==> config.mk <==
export PLATFORM = sky130hd
export DESIGN_NAME = assoc_cache
export DESIGN_NICKNAME = d
export VERILOG_FILES = /design/src/rtl/assoc_cache.sv
export SDC_FILE = /design/constraint.sdc
export NUM_CORES = 1
export LEC_CHECK = 0
export ABC_CLOCK_PERIOD_IN_PS = 5550
export CAP_MARGIN = 25
export CELL_PAD_IN_SITES_DETAIL_PLACEMENT = 0
export CELL_PAD_IN_SITES_GLOBAL_PLACEMENT = 2
export CORE_UTILIZATION = 35
export CTS_CLUSTER_SIZE = 30
export DETAILED_ROUTE_END_ITERATION = 10
export PLACE_DENSITY = 0.74
export SLEW_MARGIN = 15
export SYNTH_ARGS = -nofsm -noshare
export SYNTH_HDL_FRONTEND = slang
export SYNTH_SLANG_ARGS = --single-unit
==> constraint.sdc <==
create_clock -name clk -period 5.55 [get_ports clk]
set_clock_uncertainty 0.2 [all_clocks]
set_input_delay 1.665 -clock clk [delete_from_list [all_inputs] [get_ports clk]]
set_output_delay 1.665 -clock clk [all_outputs]
set_load 0.03 [all_outputs]
==> src/rtl/assoc_cache.sv <==
// Fully associative cache with true-LRU replacement, a single-ported memory
// side and optional write-back (write-allocate) or write-through operation.
module assoc_cache #(
    parameter int D_WIDTH    = 8,
    parameter int A_WIDTH    = 8,
    parameter int ENTRIES    = 4,
    parameter int WRITE_BACK = 1
) (
    input  logic               clk,
    input  logic               clr,
    input  logic               req,
    input  logic               rw,
    input  logic [A_WIDTH-1:0] addr,
    input  logic [D_WIDTH-1:0] wdata,
    input  logic               flush,
    output logic [D_WIDTH-1:0] rdata,
    output logic               odv,
    output logic               busy,
    output logic               mem_ce,
    output logic               mem_rw,
    output logic [A_WIDTH-1:0] mem_addr,
    output logic [D_WIDTH-1:0] mem_wdata,
    input  logic [D_WIDTH-1:0] mem_rdata,
    input  logic               mem_ack
);

    localparam int IW = $clog2(ENTRIES);

    localparam logic [2:0] S_IDLE  = 3'd0;
    localparam logic [2:0] S_WB    = 3'd1;
    localparam logic [2:0] S_FILL  = 3'd2;
    localparam logic [2:0] S_WT    = 3'd3;
    localparam logic [2:0] S_FLUSH = 3'd4;

    typedef logic [ENTRIES-1:0][IW-1:0] ageVec_t;

    logic [ENTRIES-1:0] r_valid;
    logic [ENTRIES-1:0] r_dirty;
    logic [A_WIDTH-1:0] r_tag  [ENTRIES];
    logic [D_WIDTH-1:0] r_data [ENTRIES];
    ageVec_t            r_age;

    logic [2:0]         r_state;
    logic [A_WIDTH-1:0] r_reqAddr;
    logic               r_reqRw;
    logic [D_WIDTH-1:0] r_reqWdata;
    logic [IW-1:0]      r_victim;
    logic [IW-1:0]      r_flushIdx;

    logic [D_WIDTH-1:0] r_rdata;
    logic               r_odv;
    logic               r_busy;
    logic               r_memCe;
    logic               r_memRw;
    logic [A_WIDTH-1:0] r_memAddr;
    logic [D_WIDTH-1:0] r_memWdata;

    logic               w_hit;
    logic [IW-1:0]      w_hitIdx;
    logic               w_anyInv;
    logic [IW-1:0]      w_invIdx;
    logic [IW-1:0]      w_lruIdx;
    logic [IW-1:0]      w_victim;
    logic               w_victimDirty;
    logic               w_anyDirty;
    logic [IW-1:0]      w_dirtyIdx;
    logic [ENTRIES-1:0] w_otherDirty;

    // Touching an entry makes it most recent; entries younger than it age by one.
    function automatic ageVec_t lruTouch(input ageVec_t ages, input logic [IW-1:0] idx);
        ageVec_t       res;
        logic [IW-1:0] old;
        old = ages[idx];
        for (int i = 0; i < ENTRIES; i++) begin
            if (IW'(i) == idx)
                res[i] = IW'(ENTRIES - 1);
            else if (ages[i] > old)
                res[i] = ages[i] - IW'(1);
            else
                res[i] = ages[i];
        end
        return res;
    endfunction

    // Tag match against the incoming address and locate the oldest entry.
    always_comb begin
        w_hit    = 1'b0;
        w_hitIdx = '0;
        w_lruIdx = '0;
        for (int i = 0; i < ENTRIES; i++) begin
            if (r_valid[i] && (r_tag[i] == addr)) begin
                w_hit    = 1'b1;
                w_hitIdx = IW'(i);
            end
            if (r_age[i] == '0)
                w_lruIdx = IW'(i);
        end
    end

    // Lowest-index invalid and dirty entries; the victim prefers an empty slot.
    always_comb begin
        w_anyInv   = 1'b0;
        w_invIdx   = '0;
        w_anyDirty = 1'b0;
        w_dirtyIdx = '0;
        for (int i = ENTRIES - 1; i >= 0; i--) begin
            if (!r_valid[i]) begin
                w_anyInv = 1'b1;
                w_invIdx = IW'(i);
            end
            if (r_dirty[i]) begin
                w_anyDirty = 1'b1;
                w_dirtyIdx = IW'(i);
            end
        end
        w_victim      = w_anyInv ? w_invIdx : w_lruIdx;
        w_victimDirty = (WRITE_BACK != 0) && r_valid[w_victim] && r_dirty[w_victim];
        w_otherDirty  = r_dirty;
        w_otherDirty[r_flushIdx] = 1'b0;
    end

    // Request acceptance, miss handling, memory sequencing and flush.
    always_ff @(posedge clk) begin
        if (!clr) begin
            r_state    <= S_IDLE;
            r_valid    <= '0;
            r_dirty    <= '0;
            for (int i = 0; i < ENTRIES; i++) begin
                r_age[i]  <= IW'(i);
                r_tag[i]  <= '0;
                r_data[i] <= '0;
            end
            r_reqAddr  <= '0;
            r_reqRw    <= 1'b0;
            r_reqWdata <= '0;
            r_victim   <= '0;
            r_flushIdx <= '0;
            r_rdata    <= '0;
            r_odv      <= 1'b0;
            r_busy     <= 1'b0;
            r_memCe    <= 1'b0;
            r_memRw    <= 1'b0;
            r_memAddr  <= '0;
            r_memWdata <= '0;
        end else begin
            r_odv <= 1'b0;
            case (r_state)
                S_IDLE: begin
                    if (req) begin
                        r_reqAddr  <= addr;
                        r_reqRw    <= rw;
                        r_reqWdata <= wdata;
                        r_victim   <= w_victim;
                        if (rw && w_hit) begin
                            r_rdata <= r_data[w_hitIdx];
                            r_age   <= lruTouch(r_age, w_hitIdx);
                            r_odv   <= 1'b1;
                        end else if (rw) begin
                            r_busy  <= 1'b1;
                            r_memCe <= 1'b1;
                            if (w_victimDirty) begin
                                r_state    <= S_WB;
                                r_memRw    <= 1'b0;
                                r_memAddr  <= r_tag[w_victim];
                                r_memWdata <= r_data[w_victim];
                            end else begin
                                r_state   <= S_FILL;
                                r_memRw   <= 1'b1;
                                r_memAddr <= addr;
                            end
                        end else if (WRITE_BACK != 0) begin
                            if (w_hit) begin
                                r_data[w_hitIdx]  <= wdata;
                                r_dirty[w_hitIdx] <= 1'b1;
                                r_age             <= lruTouch(r_age, w_hitIdx);
                                r_odv             <= 1'b1;
                            end else if (w_victimDirty) begin
                                r_state    <= S_WB;
                                r_busy     <= 1'b1;
                                r_memCe    <= 1'b1;
                                r_memRw    <= 1'b0;
                                r_memAddr  <= r_tag[w_victim];
                                r_memWdata <= r_data[w_victim];
                            end else begin
                                r_valid[w_victim] <= 1'b1;
                                r_dirty[w_victim] <= 1'b1;
                                r_tag[w_victim]   <= addr;
                                r_data[w_victim]  <= wdata;
                                r_age             <= lruTouch(r_age, w_victim);
                                r_odv             <= 1'b1;
                            end
                        end else begin
                            if (w_hit) begin
                                r_data[w_hitIdx] <= wdata;
                                r_age            <= lruTouch(r_age, w_hitIdx);
                            end
                            r_state    <= S_WT;
                            r_busy     <= 1'b1;
                            r_memCe    <= 1'b1;
                            r_memRw    <= 1'b0;
                            r_memAddr  <= addr;
                            r_memWdata <= wdata;
                        end
                    end else if (flush) begin
                        if (w_anyDirty) begin
                            r_state    <= S_FLUSH;
                            r_busy     <= 1'b1;
                            r_flushIdx <= w_dirtyIdx;
                            r_memCe    <= 1'b1;
                            r_memRw    <= 1'b0;
                            r_memAddr  <= r_tag[w_dirtyIdx];
                            r_memWdata <= r_data[w_dirtyIdx];
                        end else begin
                            r_odv <= 1'b1;
                        end
                    end
                end
                S_WB: begin
                    if (r_memCe && mem_ack) begin
                        r_dirty[r_victim] <= 1'b0;
                        r_memCe    <= 1'b0;
                        r_memRw    <= 1'b0;
                        r_memAddr  <= '0;
                        r_memWdata <= '0;
                        if (r_reqRw) begin
                            r_state <= S_FILL;
                        end else begin
                            r_valid[r_victim] <= 1'b1;
                            r_dirty[r_victim] <= 1'b1;
                            r_tag[r_victim]   <= r_reqAddr;
                            r_data[r_victim]  <= r_reqWdata;
                            r_age             <= lruTouch(r_age, r_victim);
                            r_odv             <= 1'b1;
                            r_busy            <= 1'b0;
                            r_state           <= S_IDLE;
                        end
                    end
                end
                S_FILL: begin
                    if (!r_memCe) begin
                        r_memCe   <= 1'b1;
                        r_memRw   <= 1'b1;
                        r_memAddr <= r_reqAddr;
                    end else if (mem_ack) begin
                        r_valid[r_victim] <= 1'b1;
                        r_dirty[r_victim] <= 1'b0;
                        r_tag[r_victim]   <= r_reqAddr;
                        r_data[r_victim]  <= mem_rdata;
                        r_age             <= lruTouch(r_age, r_victim);
                        r_rdata           <= mem_rdata;
                        r_odv             <= 1'b1;
                        r_busy            <= 1'b0;
                        r_state           <= S_IDLE;
                        r_memCe           <= 1'b0;
                        r_memRw           <= 1'b0;
                        r_memAddr         <= '0;
                    end
                end
                S_WT: begin
                    if (r_memCe && mem_ack) begin
                        r_odv      <= 1'b1;
                        r_busy     <= 1'b0;
                        r_state    <= S_IDLE;
                        r_memCe    <= 1'b0;
                        r_memRw    <= 1'b0;
                        r_memAddr  <= '0;
                        r_memWdata <= '0;
                    end
                end
                S_FLUSH: begin
                    if (!r_memCe) begin
                        r_flushIdx <= w_dirtyIdx;
                        r_memCe    <= 1'b1;
                        r_memRw    <= 1'b0;
                        r_memAddr  <= r_tag[w_dirtyIdx];
                        r_memWdata <= r_data[w_dirtyIdx];
                    end else if (mem_ack) begin
                        r_dirty[r_flushIdx] <= 1'b0;
                        r_memCe    <= 1'b0;
                        r_memRw    <= 1'b0;
                        r_memAddr  <= '0;
                        r_memWdata <= '0;
                        if (w_otherDirty == '0) begin
                            r_odv   <= 1'b1;
                            r_busy  <= 1'b0;
                            r_state <= S_IDLE;
                        end
                    end
                end
                default: begin
                    r_state <= S_IDLE;
                    r_busy  <= 1'b0;
                    r_memCe <= 1'b0;
                end
            endcase
        end
    end

    assign rdata     = r_rdata;
    assign odv       = r_odv;
    assign busy      = r_busy;
    assign mem_ce    = r_memCe;
    assign mem_rw    = r_memRw;
    assign mem_addr  = r_memAddr;
    assign mem_wdata = r_memWdata;

endmodule

### After elaboration in Yosys (flattened, before gate mapping)

Memory sizes are Yosys's and may differ from the RTL's.
Index checks and enable logic that the tools add are counted.
Widths: inputs -> output; s select.

* bits in registers: 68
* bits in latches: 0
* bits in writable memories: 64
* bits in read-only memories: 0
* input port bits: 30
* output and inout bits: 28
* word-level logic and storage cells: 386
* memories kept: 2

* add/subtract/negate cells: 4
* $mul: 0
* divide/modulo/power cells: 0
* $lt $le $gt $ge: 20
* eq/ne operators: 49
* shifts and indexed selects: 0
* mux-type cells: 235
* bitwise logic cells: 11
* reductions and logical operators: 46

Memories
* r_data: words 4, bits a word 8, read ports 3, clocked after Yosys merged registers in 0, write ports 4, RTL line 40 `logic [D_WIDTH-1:0] r_data [ENTRIES];`
* r_tag: words 4, bits a word 8, read ports 6, clocked after Yosys merged registers in 0, write ports 4, RTL line 39 `logic [A_WIDTH-1:0] r_tag [ENTRIES];`

Operators by type and width (number)
* $mux 8: 41
* $mux 2: 51
* $mux 1: 88
* $mux 4: 20
* $pmux 8 s3: 2
* $mux 3: 14
* $reduce_or 8->1: 5
* $ne 2x2->1 const B: 18
* $reduce_and 9->1: 4
* $eq 8x8->1: 4
* $pmux 8 s4: 1
* $gt 2x2->1: 12
* $ne 5x5->1 const B: 4
* $or 4x4->4: 5
* $reduce_and 10->1: 2
* $ne 3x3->1 const B: 6
* $pmux 4 s4: 1
* $pmux 8 s2: 1
* $pmux 3 s5: 1
* $reduce_and 7->1: 2
* $reduce_and 13->1: 1
* $bmux 2 s2: 3
* $eq 2x2->1 const A: 6
* $logic_not 2->1: 6
* other kinds (30): 67

### Logic depth before layout (Yosys ltp)

Gate-level depths: netlist of the first run.

* depth after elaboration: 19
* depth in mapped cells: 17
* depth with buffers taken out: 15

### Worst setup path after synthesis of the first run

OpenSTA, ideal clock, no wires.

* kind: input to register
* start: input addr[3]
* end: register r_age[7] (netlist name)
* library setup time: 0.137 ns
* arrival time: 4.413 ns
* data required time: 5.213 ns
* path slack: 0.800 ns
* cell stages on the path: 15
* buffers on the path: 3
* cell sequence: buf_2 > xnor2_1 > nand3_1 > or3_1 > clkbuf_1 > clkbuf_1 > nand3_1 > o21ai_0 > a21oi_1 > ha_1 > a21oi_1 > nand3_1 > mux2_2 > a211oi_1 > a31oi_1

* longest elaborated chain between the ends: 15

Ends and longest elaborated chain
* from (decl): RTL line 13 `input logic [A_WIDTH-1:0] addr,`
* $eq 8x8->1: RTL line 91 `if (r_valid[i] && (r_tag[i] == addr)) begin`
* $logic_and 1x1->1: RTL line 91
* $mux 1: RTL line 91
* $mux 2 (2 in series): RTL line 91
* $bmux 2 s2
* $mux 2
* $gt 2x2->1
* $mux 2
* $mux 2: RTL line 75 `if (IW'(i) == idx)`
* $mux 8: RTL line 172 `if (w_hit) begin`
* $mux 8: RTL line 158 `end else if (rw) begin`
* $mux 8: RTL line 154 `if (rw && w_hit) begin`
* $mux 8: RTL line 149 `if (req) begin`
* $pmux 8 s3: RTL line 147 `case (r_state)`
* to (signal assigned): RTL line 156 `r_age <= lruTouch(r_age, w_hitIdx);`
* to (signal assigned): RTL line 175 `r_age <= lruTouch(r_age, w_hitIdx);`
* to (signal assigned): RTL line 189 `r_age <= lruTouch(r_age, w_victim);`
* to (decl): RTL line 41 `ageVec_t r_age;`

Parallel ways exist; a longest one is shown, timed or not. The select of a mux whose other input is x is not followed.
A chain may end at the register's enable or synchronous reset.

### Final worst setup path of the first run

* start: input addr[0]
* end: register r_age[3] (netlist name)

The elaborated chain is that of the path after synthesis.

==> flow_metrics.env, run 1 <==
export IMPL_synth_edff_count=64
export IMPL_synth_flop_cell="dfxtp_1"
export IMPL_synth_top_family_by_area="compound AO/OA/AOI/OAI gates"
export IMPL_critPathLaunchType="input pin"
export IMPL_muxShareOfSynthArea_pct=5.83
export IMPL_finalHoldViolations=0
export IMPL_cts_resized=0
export IMPL_slew_violations=0
export IMPL_power_per_cell_area_mw_per_mm2=502
export IMPL_fmaxAchievable_ghz=0.194
export IMPL_critPathLaunch="addr[0]"
export IMPL_worstRegToRegCells=9
export IMPL_ys_async_sr_fraction_pct=0
export IMPL_leakagePower_nw=3.78
export IMPL_hpwl_um=24300
export IMPL_worst_r2r_setup_slack_ns=1.56
export IMPL_switchingPower_w=0.00239
export IMPL_clk_pin_slew_ns=0.06
export IMPL_final_cell_mix="nand2_1, a21oi_1, nor2_1"
export IMPL_cts_hold_buffers=0
export IMPL_min_from="r_reqWdata[4]$_SDFFE_PN0P_"
export IMPL_nFillCells=2574
export IMPL_grt_total_usage_pct=25.3
export IMPL_syn_to_final_growth_pct=18.5
export IMPL_tightest_slew_ns=0.987
export IMPL_endpoint="r_age[3]$_SDFFE_PN0P_"
export IMPL_setup_viol=0
export IMPL_netlist_area_mm2=0.00895
export IMPL_cts_tree="done"
export IMPL_cts_root_buf="clkbuf_16"
export IMPL_p_seq_share_pct=28.2
export IMPL_synthSimpleGateAreaFrac_pct=19.1
export IMPL_fp_row_count=58
export IMPL_grt_pass1_vias=7942
export IMPL_antenna_found_initial=0
export IMPL_crit_cells=16
export IMPL_yosys_warnings=0
export IMPL_r2r_start="r_age[7]$_SDFFE_PN1P_"
export IMPL_die_h_um=162
export IMPL_rsz0062_at_grt="no"
export IMPL_cts_setup_buffers=0
export IMPL_synth_fp_nets=1107
export IMPL_cts_buffer_depth=2
export IMPL_cp_data_required_time_ns=5.67
export IMPL_wl_um=32500
export IMPL_drt_iter0_drc=890
export IMPL_drive_gt1_share_pct=12.0
export IMPL_antenna_cells=0
export IMPL_period_needed_ns=5.15
export IMPL_cp_slowest_cell="clkdlybuf4s50_1"
export IMPL_clkLatencyLatePin_ns=0.43
export IMPL_period_share_pct=92.8
export IMPL_io_buffers=57
export IMPL_drcViolationCount=0
export IMPL_p_total_w=0.00532
export IMPL_grt_max_degree=28
export IMPL_nets=1161
export IMPL_dp_cells=1415
export IMPL_worstPathArrival_ns=5.27
export IMPL_syn_inst=1050
export IMPL_vias=8505
export IMPL_worstReg2RegEnd="r_tag[2][1]$_SDFFCE_PN0P_"
export IMPL_ys_top_cells_by_area="edfxtp_1, dfxtp_1, nand2_1, a21oi_1, mux4_2"
export IMPL_critPathTopFamily="compound AO/OA/AOI/OAI gates"
export IMPL_grt_overflow_total=0
export IMPL_ys_seq_area_share_pct=36.7
export IMPL_synth_top_area_share_pct=21.5
export IMPL_synth_seq_cells=132
export IMPL_max_cap_viol_count=0
export IMPL_hold_class="flip-flop to flip-flop"
export IMPL_synth_fa_ha_area_share_pct=3.78
export IMPL_p_int_w=0.00293
export IMPL_avgViaCountPerCell=5.88
export IMPL_drt_pass1_iter_count=5
export IMPL_pwr_share_clk_pct=21.9
export IMPL_clkSinkCount=132
export IMPL_criticalPathCategory="input pin to flip-flop"
export IMPL_worstPathMaxFanout=5
export IMPL_synth_avg_cell_area_um2=8.52
export IMPL_start_util_pct=35.6
export IMPL_synth_xor_area_share_pct=3.13
export IMPL_core_mm2=0.0251
export IMPL_numCtsBuffers=17
export IMPL_dieArea_mm2=0.0262
export IMPL_slew_headroom_pct=34.1
export IMPL_yosys_area_top_type="edfxtp_1"
export IMPL_layout_commonest_cell="nand2_1"
export IMPL_status="finished, final reports clean"
export IMPL_swShare_pct=44.9
export IMPL_io_pins=58
export IMPL_endpoint_kind="flip-flop"
export IMPL_max_stage_delay_ns=0.61
export IMPL_path_buf_inv=2
export IMPL_synth_compound_area_share_pct=26.4
export IMPL_post_layout_nonfiller_instances=1447
export IMPL_irDropWorstVdd_mv=0.242
export IMPL_grt_pass1_wl_um=49700
export IMPL_die_x_um=162
export IMPL_ys_types=80
export IMPL_htree_levels=4
export IMPL_ant_nets=0
export IMPL_wl_per_cell_um=22.5
export IMPL_globalplace_congestion=0.847
export IMPL_power_frac_comb_pct=49.9
export IMPL_fin_tns_setup_ns=0
export IMPL_path_cells="clkdlybuf4s50_1 > buf_4 > xnor2_1 > nand4_1 > nor3_1 > nor3_1 > o21ai_0 > o221ai_1 > ha_1 > nor2b_1 > a2bb2oi_1 > nor2_1 > a21o_1 > o21ai_0 > a31oi_1 > a221oi_1"
power by group through the flow:
stage          combinational, W  clock, W  sequential (W)
2_1_floorplan           0.00176         0         0.00151
3_3_place_gp            0.00262         0         0.00152
3_5_place_dp            0.00262         0         0.00151
4_1_cts                 0.00263   0.00118         0.00149
5_1_grt                 0.00293   0.00123         0.00153
6_report                0.00265   0.00116         0.00150
kinds of logic (layout without fill, tap and decap cells):
logic type	after synthesis	in the layout
AND/OR/NAND/NOR	377	377
multiplexers	28	28
XOR/XNOR	32	32
AO/OA/AOI/OAI	341	341
buffers and inverters	113	180
flip-flops	132	132
adder cells (fa/ha/maj)	27	27
metrics by stage:
step	worst slack (ns)	hold slack (ns)	cell area [um^2]	utilization, %
6_report	0.402	0.258	10600	42.2
3_3_place_gp	0.168	0.243	10000	39.8
5_1_grt	0.172	0.270	10600	42.2
2_1_floorplan	0.800	0.237	8950	-
3_5_place_dp	0.0772	0.247	10000	39.8
4_1_cts	0.526	0.257	10600	42.2
worst min-delay path by stage:
stage                                 endpoint  depth (start not counted)  slack (ns)
CTS                 r_reqWdata[7]$_SDFFE_PN0P_                          2        0.26
floorplan           r_reqWdata[0]$_SDFFE_PN0P_                          2        0.24
global placement    r_reqWdata[7]$_SDFFE_PN0P_                          2        0.24
finish              r_reqWdata[4]$_SDFFE_PN0P_                          2        0.26
global route        r_reqWdata[0]$_SDFFE_PN0P_                          2        0.27
detailed placement  r_reqWdata[7]$_SDFFE_PN0P_                          2        0.25
worst register-to-register path: stages, from the launching register on:
cell      delay [ns]
dfxtp_1         0.49
inv_1           0.14
ha_1            0.27
or2_2           0.37
o21bai_4        0.15
mux4_2          0.60
and2_1          0.27
nor3_2          0.63
a22oi_2         0.12
nand2_1         0.39
registers in the layout, indices dropped and copies added, names as in the netlist, 8 cells and up:
| name | cells |
|---|---|
| r_reqWdata | 8 |
| mem_addr | 8 |
| r_tag | 32 |
| rdata | 8 |
| r_data | 32 |
| r_age | 8 |
| mem_wdata | 8 |
| r_reqAddr | 8 |
per-layer routing:
layer	track usage [%]	share of wire [%]	vias to the layer above
met5	0	0	-
met4	5.49	1.1	0
met3	5.57	7.6	22
met2	36.7	42	334
met1	37.9	49	4094
li1	-	-	4055
final cells by class:
type / count / area [um^2] / share of cell area, %
multi-input cells: 805 / 5230 / 49.3
inverters: 45 / 169 / 1.59
well taps: 330 / 413 / 3.89
flip-flops and latches: 132 / 3280 / 31.0
repair buffers: 103 / 916 / 8.64
clock buffers: 18 / 429 / 4.05
clock inverters: 14 / 166 / 1.57
cells in the mapped netlist, types with 9 or more instances:
master / n
mux4_2: 19
a211oi_1: 16
nor2b_1: 16
o22ai_1: 30
nand3_1: 25
clkbuf_1: 51
o2bb2ai_1: 9
a21oi_1: 94
dfxtp_1: 68
a22oi_1: 18
edfxtp_1: 64
xnor2_1: 32
inv_1: 44
ha_1: 27
nor3_1: 23
nand4_1: 9
nand2b_1: 10
nand2_1: 160
o32ai_1: 11
nor2_1: 85
buf_2: 11
a221oi_1: 11
o21ai_0: 53
a311oi_1: 19
(Power assumes the default switching activity.)
==> run 2, diff against run 1 <==
--- a/config.mk
+++ b/config.mk
@@ -17,3 +17,4 @@
 export SYNTH_ARGS = -nofsm -noshare
 export SYNTH_HDL_FRONTEND = slang
 export SYNTH_SLANG_ARGS = --single-unit
+export TNS_END_PERCENT = 100
==> results of run 2 <==
No change in the layout: final DEF, timing and power equal those of run 1.
